**src/rtl/rr_arb4_pkg.sv**
```systemverilog
// rtl/rr_arb4_pkg.sv - shared types and sizes for the four-way round-robin arbiter
package rr_arb4_pkg;

    localparam int NUM_REQ = 4;
    localparam int IDX_W   = 2;

    typedef enum logic {
        ST_IDLE = 1'b0,
        ST_FULL = 1'b1
    } state_t;

endpackage

```
**src/rtl/mux4to1.sv**
```systemverilog
// rtl/mux4to1.sv - four-input word multiplexer
//   s        : select index
//   d0..d3   : candidate words
//   y        : selected word
module mux4to1 #(
    parameter int WIDTH = 8
) (
    input  logic [1:0]       s,
    input  logic [WIDTH-1:0] d0,
    input  logic [WIDTH-1:0] d1,
    input  logic [WIDTH-1:0] d2,
    input  logic [WIDTH-1:0] d3,
    output logic [WIDTH-1:0] y
);

    always_comb begin
        y = d0;
        case (s)
            2'd0: y = d0;
            2'd1: y = d1;
            2'd2: y = d2;
            2'd3: y = d3;
            default: y = d0;
        endcase
    end

endmodule

```
**src/rtl/rr_pick4.sv**
```systemverilog
// rtl/rr_pick4.sv - circular priority pick starting after the last winner
//   req    : request vector
//   ptr    : index of the previous winner
//   winner : first set request searching ptr+1, ptr+2, ... (mod 4)
//   any    : at least one request is set
module rr_pick4
    import rr_arb4_pkg::*;
(
    input  logic [NUM_REQ-1:0] req,
    input  logic [IDX_W-1:0]   ptr,
    output logic [IDX_W-1:0]   winner,
    output logic               any
);

    // Scan from the farthest offset to the nearest so the nearest hit is
    // written last; offset NUM_REQ wraps to ptr itself (lowest priority).
    always_comb begin
        winner = '0;
        any    = 1'b0;
        for (int k = NUM_REQ; k >= 1; k--) begin
            if (req[ptr + IDX_W'(k)]) begin
                winner = ptr + IDX_W'(k);
                any    = 1'b1;
            end
        end
    end

endmodule

```
**src/rtl/rr_arb4.sv**
```systemverilog
// rtl/rr_arb4.sv - four-way round-robin arbiter with a one-word output register
//   clk, rst_n       : clock, asynchronous active-low reset
//   req, din0..din3  : requester valids and data words
//   ack              : one-hot capture strobe for the winning requester
//   sel, dout        : registered index and word held at the output
//   dout_valid, busy : output register holds an unconsumed word
//   dout_ready       : consumer accepts dout
module rr_arb4
    import rr_arb4_pkg::*;
#(
    parameter int WIDTH = 8
) (
    input  logic               clk,
    input  logic               rst_n,
    input  logic [3:0]         req,
    input  logic [WIDTH-1:0]   din0,
    input  logic [WIDTH-1:0]   din1,
    input  logic [WIDTH-1:0]   din2,
    input  logic [WIDTH-1:0]   din3,
    output logic [3:0]         ack,
    output logic [1:0]         sel,
    output logic [WIDTH-1:0]   dout,
    output logic               dout_valid,
    input  logic               dout_ready,
    output logic               busy
);

    state_t             state_q, state_d;
    logic [IDX_W-1:0]   ptr_q;
    logic [IDX_W-1:0]   sel_q;
    logic [WIDTH-1:0]   dout_q;
    logic [IDX_W-1:0]   winner;
    logic               any;
    logic [WIDTH-1:0]   win_word;
    logic               capture;

    rr_pick4 u_pick (
        .req    (req),
        .ptr    (ptr_q),
        .winner (winner),
        .any    (any)
    );

    mux4to1 #(.WIDTH(WIDTH)) u_mux (
        .s  (winner),
        .d0 (din0),
        .d1 (din1),
        .d2 (din2),
        .d3 (din3),
        .y  (win_word)
    );

    always_comb begin
        state_d = state_q;
        capture = 1'b0;
        ack     = '0;
        case (state_q)
            ST_IDLE: begin
                if (any) begin
                    capture = 1'b1;
                    state_d = ST_FULL;
                end
            end
            ST_FULL: begin
                // Consume and refill in the same cycle keeps the output full.
                if (dout_ready) begin
                    if (any) begin
                        capture = 1'b1;
                    end else begin
                        state_d = ST_IDLE;
                    end
                end
            end
            default: state_d = ST_IDLE;
        endcase
        // ack must stay low during reset even though it is combinational.
        if (capture && rst_n) begin
            ack = NUM_REQ'(1) << winner;
        end
    end

    always_ff @(posedge clk or negedge rst_n) begin
        if (!rst_n) begin
            state_q <= ST_IDLE;
            dout_q  <= '0;
            sel_q   <= '0;
            ptr_q   <= IDX_W'(NUM_REQ - 1);
        end else begin
            state_q <= state_d;
            if (capture) begin
                dout_q <= win_word;
                sel_q  <= winner;
                ptr_q  <= winner;
            end
        end
    end

    assign dout       = dout_q;
    assign sel        = sel_q;
    assign dout_valid = (state_q == ST_FULL);
    assign busy       = dout_valid;

endmodule

```
**config.mk**
```make
export PLATFORM = sky130hd
export DESIGN_NAME = rr_arb4
export DESIGN_NICKNAME = d
export VERILOG_FILES = /design/src/rtl/rr_arb4_pkg.sv /design/src/rtl/mux4to1.sv /design/src/rtl/rr_pick4.sv /design/src/rtl/rr_arb4.sv
export SDC_FILE = /design/constraint.sdc
export NUM_CORES = 1
export LEC_CHECK = 0
export ABC_AREA = 1
export BUFFER_PORTS_ARGS = -buffer_cell sky130_fd_sc_hd__clkbuf_2
export CAP_MARGIN = 20
export CORE_MARGIN = 3
export CORE_UTILIZATION = 46
export DETAILED_ROUTE_END_ITERATION = 6
export GPL_TIMING_DRIVEN = 1
export PLACE_DENSITY = 0.77
export SLEW_MARGIN = 25
export SYNTH_ARGS = -nofsm -noshare
export SYNTH_HDL_FRONTEND = slang
export SYNTH_SLANG_ARGS = --single-unit
```
**constraint.sdc**
```tcl
create_clock -name clk -period 2.1 [get_ports clk]
set_input_delay 0.315 -clock clk [delete_from_list [all_inputs] [get_ports clk]]
set_output_delay 0.315 -clock clk [all_outputs]
set_load 0.02 [all_outputs]
```
==> results.sh, run 1 <==
export IMPL_antenna_found_initial=0
export IMPL_via_per_inst=5.069
export IMPL_synth_cell_types=23
export IMPL_seq_area_frac_synth_pct=28.08
export IMPL_cts_buffers=3
export IMPL_die_w_um=56.38
export IMPL_core_rowCount=17
export IMPL_clk_latency_ns=0.28
export IMPL_reg2reg_to="dout[0]$_DFFE_PN0P_"
export IMPL_area_growth_pct=50.48
export IMPL_core_area_um2=2318
export IMPL_finalSetupViolations=14
export IMPL_final_min_clock_period_ns=2.388
export IMPL_drt_pass1_iter_count=4
export IMPL_layout_nets=300
export IMPL_drt_wl_total_um=3932
export IMPL_hp_start="dout_ready"
export IMPL_drtAntennaViolNets=0
export IMPL_finalPower_w=0.003584
export IMPL_status="complete, but fails checks"
export IMPL_max_freq_mhz=418.8
export IMPL_clockBufferDepth=2
export IMPL_min_delay_path_depth=2
export IMPL_die_h_um=56.38
export IMPL_critical_path_class="flop to output port"
export IMPL_regToRegStartpoint="ptr_q[0]$_DFFE_PN1P_"
export IMPL_cts_tree="yes"
export IMPL_violations="setup timing"
export IMPL_die_area_um2=3178
export IMPL_start_util_pct=50.35
export IMPL_netlist_instances=192
export IMPL_drcViolationCount=0
export IMPL_grt_max_degree=22
export IMPL_maxSlewHeadroom_pct=83.28
export IMPL_fin_crit_sh_pct=113.7
export IMPL_pre_cts_ws_ns=0.01700
export IMPL_cts_root_buf="clkbuf_4"
export IMPL_finClkSkew_ns=0.009114
export IMPL_io_buffer_count=54
export IMPL_critPathCaptureType="output port"
export IMPL_path_clk_slew_ns=0.09
export IMPL_cts_max_level=1
export IMPL_drt_initial_drc_count=61
export IMPL_io_pins=55
export IMPL_layout_common_cells="clkbuf_2, nand2_1, inv_1"
export IMPL_cp_required_ns=1.78
export IMPL_synth_seq_cells=13
export IMPL_worstPathMaxFanout=8
export IMPL_grt_pass1_vias=1311
export IMPL_setup_slack_ns=-0.2881
export IMPL_p_per_area_nw_per_um2=2040
export IMPL_yosysWarningCount=0
export IMPL_rsz0062_at_grt="true"
export IMPL_drv_slew=0
export IMPL_cp_arrival_ns=2.07
export IMPL_layout_cells_most_common="clkbuf_2"
export IMPL_syn_cell_area_um2=1167
export IMPL_hold_path_class="input pin to flop"
export IMPL_avgSynthCellArea_um2=6.080
export IMPL_n_antenna_cell=0
export IMPL_hpwl_um=2303
export IMPL_crit_path_start_kind="flop"
export IMPL_leakage_nw=1.037
export IMPL_syn_nets=231
export IMPL_tightest_slew_ns=0.2489
export IMPL_globalRouteTotalUtil_pct=22.00
export IMPL_cap_violations=0
export IMPL_vias=1460
export IMPL_reg2reg_slack_ns=-0.24
export IMPL_layout_drive_gt1_share_pct=48.46
export IMPL_min_to="busy$_DFF_PN0_"
export IMPL_peakVddDrop_v=0.001207
export IMPL_reg2regPathDepth=17
export IMPL_grt_overflow=0
export IMPL_place_congestion=0.8956
export IMPL_wl_per_cell_um=13.65
export IMPL_cts_sinks=13
export IMPL_grt_pass1_wl_um=5616
export IMPL_final_hold_viol_count=0
[registers in the layout, summed over array words and instances, names as in the netlist]
name and cells:
sel 2, dout 8, ptr_q 2, busy 1
[what timing repair did]
item	in CTS	in global routing
endpoints found under the setup margin	4	15
pin swaps	7	12
resized for setup	25	31
gates cloned	0	1
buffers inserted	8	1
hold buffers	1	0
hold endpoints to repair	4	0
[worst max-delay path by stage]
stage / start / to / slack, ns / cells after the start
global placement: ptr_q[0]$_DFFE_PN1P_ / ack[3] / 0.06 / 10
floorplan: ptr_q[0]$_DFFE_PN1P_ / ack[0] / -0.13 / 9
global route: ptr_q[0]$_DFFE_PN1P_ / ack[2] / -0.34 / 11
detailed placement: ptr_q[0]$_DFFE_PN1P_ / ack[1] / 0.02 / 10
CTS: ptr_q[0]$_DFFE_PN1P_ / ack[1] / -0.16 / 10
finish: ptr_q[0]$_DFFE_PN1P_ / ack[2] / -0.29 / 11
[kinds of logic after synthesis]
| group | synth area share, % |
|---|---|
| and+or+nand+nor | 53.06 |
| buffers and inverters | 16.72 |
| DFF | 28.08 |
| AOI/OAI and AO/OA | 2.143 |
[per-layer routing]
layer	vias to the layer above	GRT usage [%]	wire, um
met2	77	35.39	1936
met1	651	30.31	1568
met3	12	2.069	312
met5	-	0	0
li1	720	-	-
met4	0	8.475	114
[area by class of cell]
type | instances | area [um^2]
Inverter | 36 | 148.9
Sequential cell | 13 | 327.8
Timing Repair Buffer | 70 | 425.4
Clock buffer | 4 | 26.28
Tap cell | 28 | 35.03
Multi-Input combinational cell | 137 | 793.3
Fill cell | 176 | 561.8
[synth_stat cells]
master	number	area, um^2
nand2_1	68	255.2
inv_1	32	120.1
nand3_1	18	90.09
nor2_1	17	63.81
dfrtp_1	11	275.3
nand2_2	8	50.05
nand4_1	7	43.79
nor3_1	4	20.02
o21ai_0	4	20.02
buf_4	3	22.52
nand2_4	3	33.78
and2_1	2	12.51
buf_2	2	10.01
buf_6	2	22.52
dfstp_2	2	52.55
inv_2	2	7.510
clkinv_1	1	3.750
inv_6	1	8.760
nand3_4	1	17.52
nor2_2	1	6.260
nor2_8	1	20.02
nor4_1	1	6.260
o21ai_1	1	5.000
[where the power goes]
part	total, W	switching [W]	internal, W
clock	0.000161	0.0000876	0.0000736
sequential	0.000489	0.0000983	0.000391
combinational	0.00293	0.00186	0.00107
total	0.00358	0.00205	0.00154
[worst max-delay path, cell delays in order (launching register included)]
cell and delay, ns:
dfstp_2 0.67, inv_6 0.07, nand2_1 0.09, nand2_2 0.08, nand2_2 0.10, nand2_1 0.09, inv_2 0.10, nand2_2 0.08
nand2_4 0.10, nand2_8 0.07, nor3_4 0.18, buf_6 0.14
[stage by stage]
stage,utilization [%],cells,TNS [ns],area (um^2),hold WS (ns)
2_1_floorplan,-,192,-0.5188,1167,0.01941
3_3_place_gp,63.09,273,0,1463,0.2805
4_1_cts,70.53,286,-1.316,1635,0.2390
6_report,75.77,288,-2.917,1757,0.2383
5_1_grt,75.77,288,-4.087,1757,0.2339
3_5_place_dp,63.09,273,0,1463,0.2767
Power figures use the tool's default switching activity.
==> inputs of run 2 (changes only) <==
CORE_ASPECT_RATIO = 0.7   (was unset)
==> results.sh, run 2 (synthesis gave the netlist of run 1 again) <==
export IMPL_area_growth_pct=52.30
export IMPL_drcViolationCount=0
export IMPL_drt_wl_total_um=4250
export IMPL_leakage_nw=1.072
export IMPL_drtAntennaViolNets=0
export IMPL_cts_sinks=13
export IMPL_tightest_slew_ns=0.2689
export IMPL_final_min_clock_period_ns=2.490
export IMPL_final_hold_viol_count=0
export IMPL_fin_cells=294
export IMPL_die_area_um2=3188
export IMPL_globalRouteTotalUtil_pct=23.66
export IMPL_core_rowCount=14
export IMPL_max_freq_mhz=401.6
export IMPL_die_h_um=48.15
export IMPL_post_route_util_pct=78.08
export IMPL_drt_initial_drc_count=111
export IMPL_antenna_found_initial=0
export IMPL_io_buffer_count=54
export IMPL_finClkSkew_ns=0.01190
export IMPL_violations="setup timing"
export IMPL_cp_arrival_ns=2.18
export IMPL_finalSetupViolations=12
export IMPL_p_int_w=0.001649
export IMPL_worstPathMaxFanout=8
export IMPL_layout_cells_most_common="nand2_1"
export IMPL_clock_power_share_pct=4.7
export IMPL_cap_violations=0
export IMPL_drt_pass1_iter_count=4
export IMPL_crit_path_start_kind="flop"
export IMPL_cts_tree="yes"
export IMPL_clk_latency_ns=0.30
export IMPL_fin_crit_sh_pct=118.6
export IMPL_largest_reg_flops=8
export IMPL_cts_root_buf="clkbuf_4"
export IMPL_maxSlewHeadroom_pct=81.96
export IMPL_path_clk_slew_ns=0.09
export IMPL_vias=1546
export IMPL_p_sw_share_pct=55.19
export IMPL_setup_slack_ns=-0.3901
export IMPL_place_congestion=0.8966
export IMPL_grt_max_degree=16
export IMPL_whs_ns=0.2237
export IMPL_wl_per_cell_um=14.46
export IMPL_clockBufferDepth=2
export IMPL_fin_tns_setup_ns=-4.149
export IMPL_grt_overflow=0
export IMPL_p_per_area_nw_per_um2=2070
export IMPL_hpwl_um=2446
export IMPL_drv_slew=0
export IMPL_place_inst=278
export IMPL_grt_pass1_vias=1224
export IMPL_layout_drive_gt1_share_pct=45.04
export IMPL_status="complete, but fails checks"
export IMPL_p_seq_share_pct=13.4
export IMPL_peakVddDrop_v=0.001816
export IMPL_hold_path_class="input pin to flop"
export IMPL_p_sw_w=0.002031
export IMPL_start_util_pct=51.26
export IMPL_cp_required_ns=1.78
export IMPL_grt_pass1_wl_um=5664
export IMPL_cts_max_level=1
export IMPL_layout_nets=302
export IMPL_die_w_um=66.21
export IMPL_io_pins=55
export IMPL_critical_path_class="flop to output port"
export IMPL_via_per_inst=5.259
export IMPL_n_antenna_cell=0
export IMPL_critPathCaptureType="output port"
export IMPL_combPwrFrac_pct=81.9
export IMPL_rsz0062_at_grt="true"
export IMPL_core_area_um2=2277
export IMPL_cts_buffers=3
export IMPL_layout_common_cells="nand2_1, clkbuf_2, inv_1"
## run 2: cell count changes in the layout (fill, tap and decap cells not counted), sizes merged
| cell | change |
|---|---|
| clkinvlp | -1 |
| buf | +3 |
| nor2 | -1 |
| clkinv | +1 |
## run 2: timing repair
| item | CTS | global route |
|---|---|---|
| resized for setup | 22 | 26 |
| endpoints found under the setup margin | 4 | 12 |
| buffers inserted | 5 | 6 |
| hold buffers | 1 | 0 |
| endpoints found under the hold margin | 11 | 0 |
| pin swaps | 7 | 4 |
## run 2: final timing paths
check,from,cells after the start,endpoint,slack [ns]
min,dout_ready,2,busy$_DFF_PN0_,0.22
min reg2reg,dout[6]$_DFFE_PN0P_,2,dout[6]$_DFFE_PN0P_,0.48
max reg2reg,ptr_q[0]$_DFFE_PN1P_,18,dout[2]$_DFFE_PN0P_,-0.37
max,ptr_q[0]$_DFFE_PN1P_,11,ack[3],-0.39
min in group asynchronous,rst_n,3,dout[5]$_DFFE_PN0P_,0.53
max in group asynchronous,rst_n,3,ptr_q[0]$_DFFE_PN1P_,1.34
## run 2: area by class of cell
type | instances | area [um^2]
multi-input combinational | 136 | 775.7
fill | 161 | 499.2
timing repair buffer | 73 | 465.4
sequential | 13 | 327.8
inverter | 36 | 142.6
tap | 32 | 40.04
clock buffer | 4 | 26.28
## run 2: critical path: stages, from the launching register on
cell	delay [ns]
dfstp_2	0.69
nand2_1	0.12
nand2_1	0.14
nand2_2	0.08
nand2_1	0.13
inv_2	0.07
nand2_2	0.08
nand2_4	0.05
nand2_4	0.10
inv_4	0.06
nor3_2	0.17
buf_4	0.17
## run 2: metrics by stage
step | total power, W | area, um^2 | setup WS [ns]
detailed placement | 0.002693 | 1488 | 0.02144
global placement | 0.002683 | 1488 | 0.02468
global route | 0.003919 | 1778 | -0.4595
floorplan | 0.002143 | 1167 | -0.1297
CTS | 0.003079 | 1629 | -0.2007
finish | 0.003680 | 1778 | -0.3901
## run 2: routing by layer
metal	global-route usage [%]	part of all wire (%)	vias up
met3	4.378	10	14
met2	35.31	46	110
met5	0	0	-
li1	-	-	723
met4	6.478	3.7	0
met1	35.20	40	699
## run 2: power by group through the flow
stage | clock, W | sequential (W) | combinational (W)
floorplan | 0 | 0.000576 | 0.00157
global placement | 0 | 0.000483 | 0.00220
detailed placement | 0 | 0.000484 | 0.00221
CTS | 0.000155 | 0.000484 | 0.00244
global route | 0.000181 | 0.000505 | 0.00323
finish | 0.000171 | 0.000495 | 0.00301
